===== src/rtl/load_store_unit_pkg.sv =====
// rtl/load_store_unit_pkg.sv - segment map, funct3 codes and state encoding for the load/store unit
package load_store_unit_pkg;

  localparam logic [31:0] TEXT_BASE = 32'h0040_0000;
  localparam logic [31:0] DATA_BASE = 32'h1001_0000;
  localparam int          SEG_WORDS = 512;

  localparam logic [2:0] F3_B  = 3'd0;
  localparam logic [2:0] F3_H  = 3'd1;
  localparam logic [2:0] F3_W  = 3'd2;
  localparam logic [2:0] F3_BU = 3'd4;
  localparam logic [2:0] F3_HU = 3'd5;

  typedef enum logic [2:0] {
    IDLE,
    LD_RD,
    LD_DATA,
    ST_WR,
    RMW_RD,
    RMW_DATA,
    RMW_WR
  } lsu_state_t;

  // Unsigned wrap makes anything below base fall far outside the window.
  function automatic logic in_segment(input logic [31:0] addr,
                                      input logic [31:0] base,
                                      input int          words);
    logic [31:0] off;
    off = addr - base;
    return off < 32'(4 * words);
  endfunction

endpackage


===== src/rtl/lsu_lane_align.sv =====
// rtl/lsu_lane_align.sv - byte/half extract for loads and lane merge for sub-word stores
module lsu_lane_align
  import load_store_unit_pkg::*;
(
  input  logic [31:0] rdata,
  input  logic [31:0] wdata,
  input  logic [1:0]  offset,
  input  logic [2:0]  funct3,
  output logic [31:0] load_value,
  output logic [31:0] merge_word
);

  logic [7:0]  byte_sel;
  logic [15:0] half_sel;

  always_comb begin
    case (offset)
      2'd0:    byte_sel = rdata[7:0];
      2'd1:    byte_sel = rdata[15:8];
      2'd2:    byte_sel = rdata[23:16];
      default: byte_sel = rdata[31:24];
    endcase
    half_sel = offset[1] ? rdata[31:16] : rdata[15:0];
  end

  always_comb begin
    case (funct3)
      F3_B:    load_value = {{24{byte_sel[7]}}, byte_sel};
      F3_H:    load_value = {{16{half_sel[15]}}, half_sel};
      F3_BU:   load_value = {24'd0, byte_sel};
      F3_HU:   load_value = {16'd0, half_sel};
      default: load_value = rdata;
    endcase
  end

  // Only the addressed lane changes; the rest of the word is passed through untouched.
  always_comb begin
    merge_word = rdata;
    case (funct3[1:0])
      2'b00: begin
        case (offset)
          2'd0:    merge_word[7:0]   = wdata[7:0];
          2'd1:    merge_word[15:8]  = wdata[7:0];
          2'd2:    merge_word[23:16] = wdata[7:0];
          default: merge_word[31:24] = wdata[7:0];
        endcase
      end
      2'b01: begin
        if (offset[1]) merge_word[31:16] = wdata[15:0];
        else           merge_word[15:0]  = wdata[15:0];
      end
      default: merge_word = wdata;
    endcase
  end

endmodule


===== src/rtl/load_store_unit.sv =====
// rtl/load_store_unit.sv - single-outstanding load/store initiator with sub-word read-modify-write
module load_store_unit #(
  parameter logic [31:0] TEXT_BASE = load_store_unit_pkg::TEXT_BASE,
  parameter logic [31:0] DATA_BASE = load_store_unit_pkg::DATA_BASE,
  parameter int          SEG_WORDS = load_store_unit_pkg::SEG_WORDS
) (
  input  logic        clock,
  input  logic        reset_n,
  input  logic        req_valid,
  output logic        req_ready,
  input  logic        req_write,
  input  logic [2:0]  req_funct3,
  input  logic [31:0] req_addr,
  input  logic [31:0] req_wdata,
  output logic        resp_valid,
  output logic        resp_error,
  output logic [31:0] resp_rdata,
  output logic [31:0] mem_address,
  output logic [31:0] mem_wdata,
  output logic        mem_write,
  output logic        mem_read,
  input  logic [31:0] mem_rdata
);
  import load_store_unit_pkg::*;

  lsu_state_t  state, state_d;
  logic [1:0]  lat_offset, lat_offset_d;
  logic [2:0]  lat_funct3, lat_funct3_d;
  logic [31:0] lat_wdata, lat_wdata_d;

  logic [31:0] mem_address_d, mem_wdata_d, resp_rdata_d;
  logic        mem_write_d, mem_read_d, resp_valid_d, resp_error_d;

  logic        funct3_ok, align_ok, range_ok, req_legal;
  logic [31:0] load_value, merge_word;

  assign req_ready = (state == IDLE);

  always_comb begin
    if (req_write)
      funct3_ok = (req_funct3 == F3_B) || (req_funct3 == F3_H) || (req_funct3 == F3_W);
    else
      funct3_ok = (req_funct3 == F3_B) || (req_funct3 == F3_H) || (req_funct3 == F3_W) ||
                  (req_funct3 == F3_BU) || (req_funct3 == F3_HU);

    case (req_funct3[1:0])
      2'b01:   align_ok = !req_addr[0];
      2'b10:   align_ok = (req_addr[1:0] == 2'b00);
      default: align_ok = 1'b1;
    endcase

    range_ok  = in_segment(req_addr, TEXT_BASE, SEG_WORDS) ||
                in_segment(req_addr, DATA_BASE, SEG_WORDS);
    req_legal = funct3_ok && align_ok && range_ok;
  end

  lsu_lane_align u_lane_align (
    .rdata      (mem_rdata),
    .wdata      (lat_wdata),
    .offset     (lat_offset),
    .funct3     (lat_funct3),
    .load_value (load_value),
    .merge_word (merge_word)
  );

  always_comb begin
    state_d       = state;
    lat_offset_d  = lat_offset;
    lat_funct3_d  = lat_funct3;
    lat_wdata_d   = lat_wdata;
    mem_address_d = mem_address;
    mem_wdata_d   = mem_wdata;
    mem_write_d   = 1'b0;
    mem_read_d    = 1'b0;
    resp_valid_d  = 1'b0;
    resp_error_d  = 1'b0;
    resp_rdata_d  = 32'd0;

    case (state)
      IDLE: begin
        if (req_valid) begin
          if (!req_legal) begin
            resp_valid_d = 1'b1;
            resp_error_d = 1'b1;
          end else begin
            lat_offset_d  = req_addr[1:0];
            lat_funct3_d  = req_funct3;
            lat_wdata_d   = req_wdata;
            mem_address_d = {req_addr[31:2], 2'b00};
            if (req_write && req_funct3 == F3_W) begin
              state_d     = ST_WR;
              mem_write_d = 1'b1;
              mem_wdata_d = req_wdata;
            end else if (req_write) begin
              state_d    = RMW_RD;
              mem_read_d = 1'b1;
            end else begin
              state_d    = LD_RD;
              mem_read_d = 1'b1;
            end
          end
        end
      end
      LD_RD:   state_d = LD_DATA;
      LD_DATA: begin
        state_d      = IDLE;
        resp_valid_d = 1'b1;
        resp_rdata_d = load_value;
      end
      ST_WR: begin
        state_d      = IDLE;
        resp_valid_d = 1'b1;
      end
      RMW_RD:  state_d = RMW_DATA;
      RMW_DATA: begin
        state_d     = RMW_WR;
        mem_wdata_d = merge_word;
        mem_write_d = 1'b1;
      end
      RMW_WR: begin
        state_d      = IDLE;
        resp_valid_d = 1'b1;
      end
      default: state_d = IDLE;
    endcase
  end

  always_ff @(posedge clock or negedge reset_n) begin
    if (!reset_n) begin
      state       <= IDLE;
      lat_offset  <= 2'd0;
      lat_funct3  <= 3'd0;
      lat_wdata   <= 32'd0;
      mem_address <= 32'd0;
      mem_wdata   <= 32'd0;
      mem_write   <= 1'b0;
      mem_read    <= 1'b0;
      resp_valid  <= 1'b0;
      resp_error  <= 1'b0;
      resp_rdata  <= 32'd0;
    end else begin
      state       <= state_d;
      lat_offset  <= lat_offset_d;
      lat_funct3  <= lat_funct3_d;
      lat_wdata   <= lat_wdata_d;
      mem_address <= mem_address_d;
      mem_wdata   <= mem_wdata_d;
      mem_write   <= mem_write_d;
      mem_read    <= mem_read_d;
      resp_valid  <= resp_valid_d;
      resp_error  <= resp_error_d;
      resp_rdata  <= resp_rdata_d;
    end
  end

endmodule


===== config.mk =====
export PLATFORM = sky130hd
export DESIGN_NAME = load_store_unit
export DESIGN_NICKNAME = d
export VERILOG_FILES = /design/src/rtl/load_store_unit_pkg.sv /design/src/rtl/lsu_lane_align.sv /design/src/rtl/load_store_unit.sv
export SDC_FILE = /design/constraint.sdc
export NUM_CORES = 1
export LEC_CHECK = 0
export CAP_MARGIN = 20
export CORE_UTILIZATION = 27
export CTS_CLUSTER_DIAMETER = 30
export DETAILED_ROUTE_END_ITERATION = 16
export DONT_BUFFER_PORTS = 1
export GPL_ROUTABILITY_DRIVEN = 0
export PLACE_DENSITY_LB_ADDON = 0.08
export SLEW_MARGIN = 25
export SYNTH_ARGS = -nofsm -noshare
export SYNTH_HDL_FRONTEND = slang
export SYNTH_SLANG_ARGS = --single-unit
export TNS_END_PERCENT = 50

===== constraint.sdc =====
create_clock -name clock -period 2.65 [get_ports clock]
set_input_delay 0.53 -clock clock [delete_from_list [all_inputs] [get_ports clock]]
set_output_delay 0.53 -clock clock [all_outputs]
set_load 0.005 [all_outputs]

==> flow_metrics.py <==
metrics = {
    "layout": {
        "syn2layout_area_growth_pct": 15.7,
        "fillers": 2446,
        "drive_above_1_share_pct": 16.7,
        "fin_nets": 687,
        "num_antenna_cells": 0,
    },
    "floorplanning": {
        "core_um2": 23700,
        "io_pins": 204,
        "die_x_um": 158,
        "rows": 56,
        "dieArea_um2": 25000,
        "initial_utilization_pct": 27.8,
        "chipHeight_um": 158,
    },
    "synthesis": {
        "ys_types": 51,
        "synth_top_area_share_pct": 52.5,
        "synth_edf_count": 0,
        "postSynthCellCount": 588,
        "ys_warn_count": 0,
        "synth_seq_area_share_pct": 52.5,
        "ys_top_cells_by_area": "dfrtp_1 (52%), mux2_1 (7.5%), mux2_4 (4.3%), a21oi_1 (4.0%), o21ai_0 (3.7%)",
        "async_flop_share_pct": 100,
        "synth-seq-cells": 138,
        "netlist_area_um2": 6580,
        "synth_top_cell_by_area": "dfrtp_1",
        "post_synth.cell_area_avg_um2": 11.2,
        "synth_flop_cell": "dfrtp_1",
    },
    "global_route": {
        "grt_max_degree": 139,
        "overflow": 0,
        "first_global_vias": 4792,
        "antenna_found_initial": 0,
        "grt_pass1_wl_mm": 31.7,
        "gr-usage-all-layers_pct": 17.8,
    },
    "route": {
        "wl_per_cell_um": 23.3,
        "vias": 4596,
        "drc_errors": 0,
        "ant_nets": 0,
        "drt_iter0_drc": 358,
        "via_per_inst": 5.03,
        "finalWirelength_mm": 21.3,
        "dr.pass1.iters": 6,
    },
    "run": {
        "max-cap-violations": 0,
    },
    "critical_path": {
        "reg2reg_from": "lat_funct3[0]$_DFFE_PN0P_",
        "critPathArrivalTime_ns": 2.60,
        "critPathKind": "reg -> reg",
        "startpoint_type": "flip-flop",
        "required_ns": 3.01,
        "rr_endpoint": "mem_wdata[25]$_DFFE_PN0P_",
        "crit_path_end_kind": "flip-flop",
        "cp_max_fo": 24,
        "r2r_slack_ns": 0.42,
        "reg2reg_depth": 6,
    },
    "timing": {
        "fin_ws_ns": 0.416,
        "setup_viol": 0,
        "final.setup.tns_ns": 0,
        "fmax_mhz": 448,
        "finalHoldViolCount": 138,
        "finalCritPeriodShare_pct": 84.3,
        "tightest_slew_ns": 0.844,
        "fin_skew_ns": 0.00567,
        "slew-limit-headroom_pct": 43.7,
        "rsz0062_at_grt": "no",
        "finalMaxSlewViolations": 0,
        "period_minus_slack_ns": 2.23,
        "hold_slack_ns": -0.187,
    },
    "placed_design": {
        "place_ws_ns": 0.165,
        "place_hpwl_mm": 15.5,
        "port_buffers": 0,
    },
    "pwr": {
        "peakVddDrop_mv": 0.288,
        "p_leak_nw": 3.70,
        "power_density_nw_per_um2": 642,
        "report.power.total_mw": 4.89,
    },
    "status": {
        "status": "finished, violations left",
        "failed_checks": "negative hold slack",
    },
    "clock_network": {
        "clockRootBuffer": "clkbuf_16",
        "clock_latency_ns": 0.42,
        "clkSinkCount": 138,
        "cts_max_path_buffers": 2,
        "path_clk_slew_ns": 0.06,
        "htree_levels": 4,
        "cts_tree": "built",
        "cts_inserted_buffers": 17,
    },
    "worst_hold_path": {
        "hp-class": "in -> async",
    },
}
[cells in the final DEF, fill, tap and decap left out, types with 17 or more instances in the layout]
master | netlist | final
a21oi_1 | 53 | 53
mux2_4 | 19 | 19
mux2_2 | 18 | 18
dfrtp_1 | 138 | 138
mux2_1 | 44 | 44
inv_1 | 30 | 30
o21ai_0 | 48 | 48
and2_1 | 19 | 19
nand2_1 | 51 | 51
nor2_1 | 20 | 20
clkbuf_16 | 0 | 17
[layer usage]
metal  vias to the layer above  share of wire [%]  global-route usage (%)
met3                        22                 13                    9.50
met4                         0                1.7                    5.77
met1                      2277                 41                    22.2
met5                         -                  0                       0
li1                       2093                  -                       -
met2                       204                 44                    26.2
[cell type report]
type                       count  area, um^2  share of cell area [%]
inverter                      31         116                    1.53
clock buffer                  22         474                    6.23
tap                          319         399                    5.24
multi-input combinational    375        2820                    37.0
clock inverter                10         189                    2.48
timing repair buffer          18         160                    2.10
sequential                   138        3450                    45.4
[through the flow]
step	utilization, %	instance area, um^2	std cells
after floorplan	-	6590	589
after global placement	29.3	6950	881
after detailed placement	29.3	6950	881
after CTS	32.1	7610	913
after global routing	32.1	7610	913
final	32.1	7610	913
[registers in the layout, indices dropped and copies added (netlist names), 2 cells and up]
signal       cells
lat_offset       2
mem_wdata       32
state            3
lat_wdata       32
mem_address     30
resp_rdata      32
lat_funct3       3
[worst max-delay path: stages (launching register included)]
cell	delay, ns
dfrtp_1	0.37
buf_4	0.22
or2_2	0.31
a21oi_1	0.55
a21oi_1	0.24
a21oi_1	0.29
mux2_4	0.19
[worst max-delay path by stage]
stage | from | endpoint | slack (ns) | cells after the start
5_1_grt | lat_funct3[0]$_DFFE_PN0P_ | mem_wdata[25]$_DFFE_PN0P_ | 0.33 | 6
4_1_cts | lat_funct3[0]$_DFFE_PN0P_ | mem_wdata[25]$_DFFE_PN0P_ | 0.45 | 6
3_5_place_dp | req_funct3[0] | mem_wdata[15]$_DFFE_PN0P_ | 0.16 | 9
2_1_floorplan | req_funct3[0] | mem_wdata[14]$_DFFE_PN0P_ | 0.15 | 8
6_report | lat_funct3[0]$_DFFE_PN0P_ | mem_wdata[25]$_DFFE_PN0P_ | 0.42 | 6
3_3_place_gp | req_funct3[0] | mem_wdata[15]$_DFFE_PN0P_ | 0.20 | 9
[power breakdown]
group	switching [mW]	internal [mW]	total, mW
clock network	0.934	1.75	2.68
logic	0.0561	0.0403	0.0964
registers	0.000946	2.11	2.11
[cell families (layout without fill, tap and decap cells)]
family                   Yosys count  after routing  share of synthesized area (%)
AO/OA/AOI/OAI                    164            164                           16.7
adder cells (fa/ha/maj)            3              3                          0.570
buffers and inverters             76             81                           5.02
flip-flops                       138            138                           52.5
multiplexers                      91             91                           16.7
other                              1              2                         0.0570
AND/OR/NAND/NOR                  115            115                           8.54
[synth_stat cells, drive strengths merged, types with 2 or more instances]
cell type and instances:
nand3 3, a211oi 2, nor3b 4, a221oi 7, a31oi 4, nor4 2, inv 31, nor3 4
o21ai 49, o211ai 6, a41oi 2, dfrtp 138, ha 3, mux2 81, nor2 20, and2 20
mux2i 9, buf 12, or2 2, nand2b 4, a22o 7, a311oi 8, a21oi 53, nand2 51
a222oi 15, clkbuf 33, o31ai 6
[timing repair]
action | CTS | global route
endpoints found under the hold margin | 138 | 138
gates resized for setup | 0 | 0
setup buffers | 0 | 0
(Power assumes the default switching activity.)
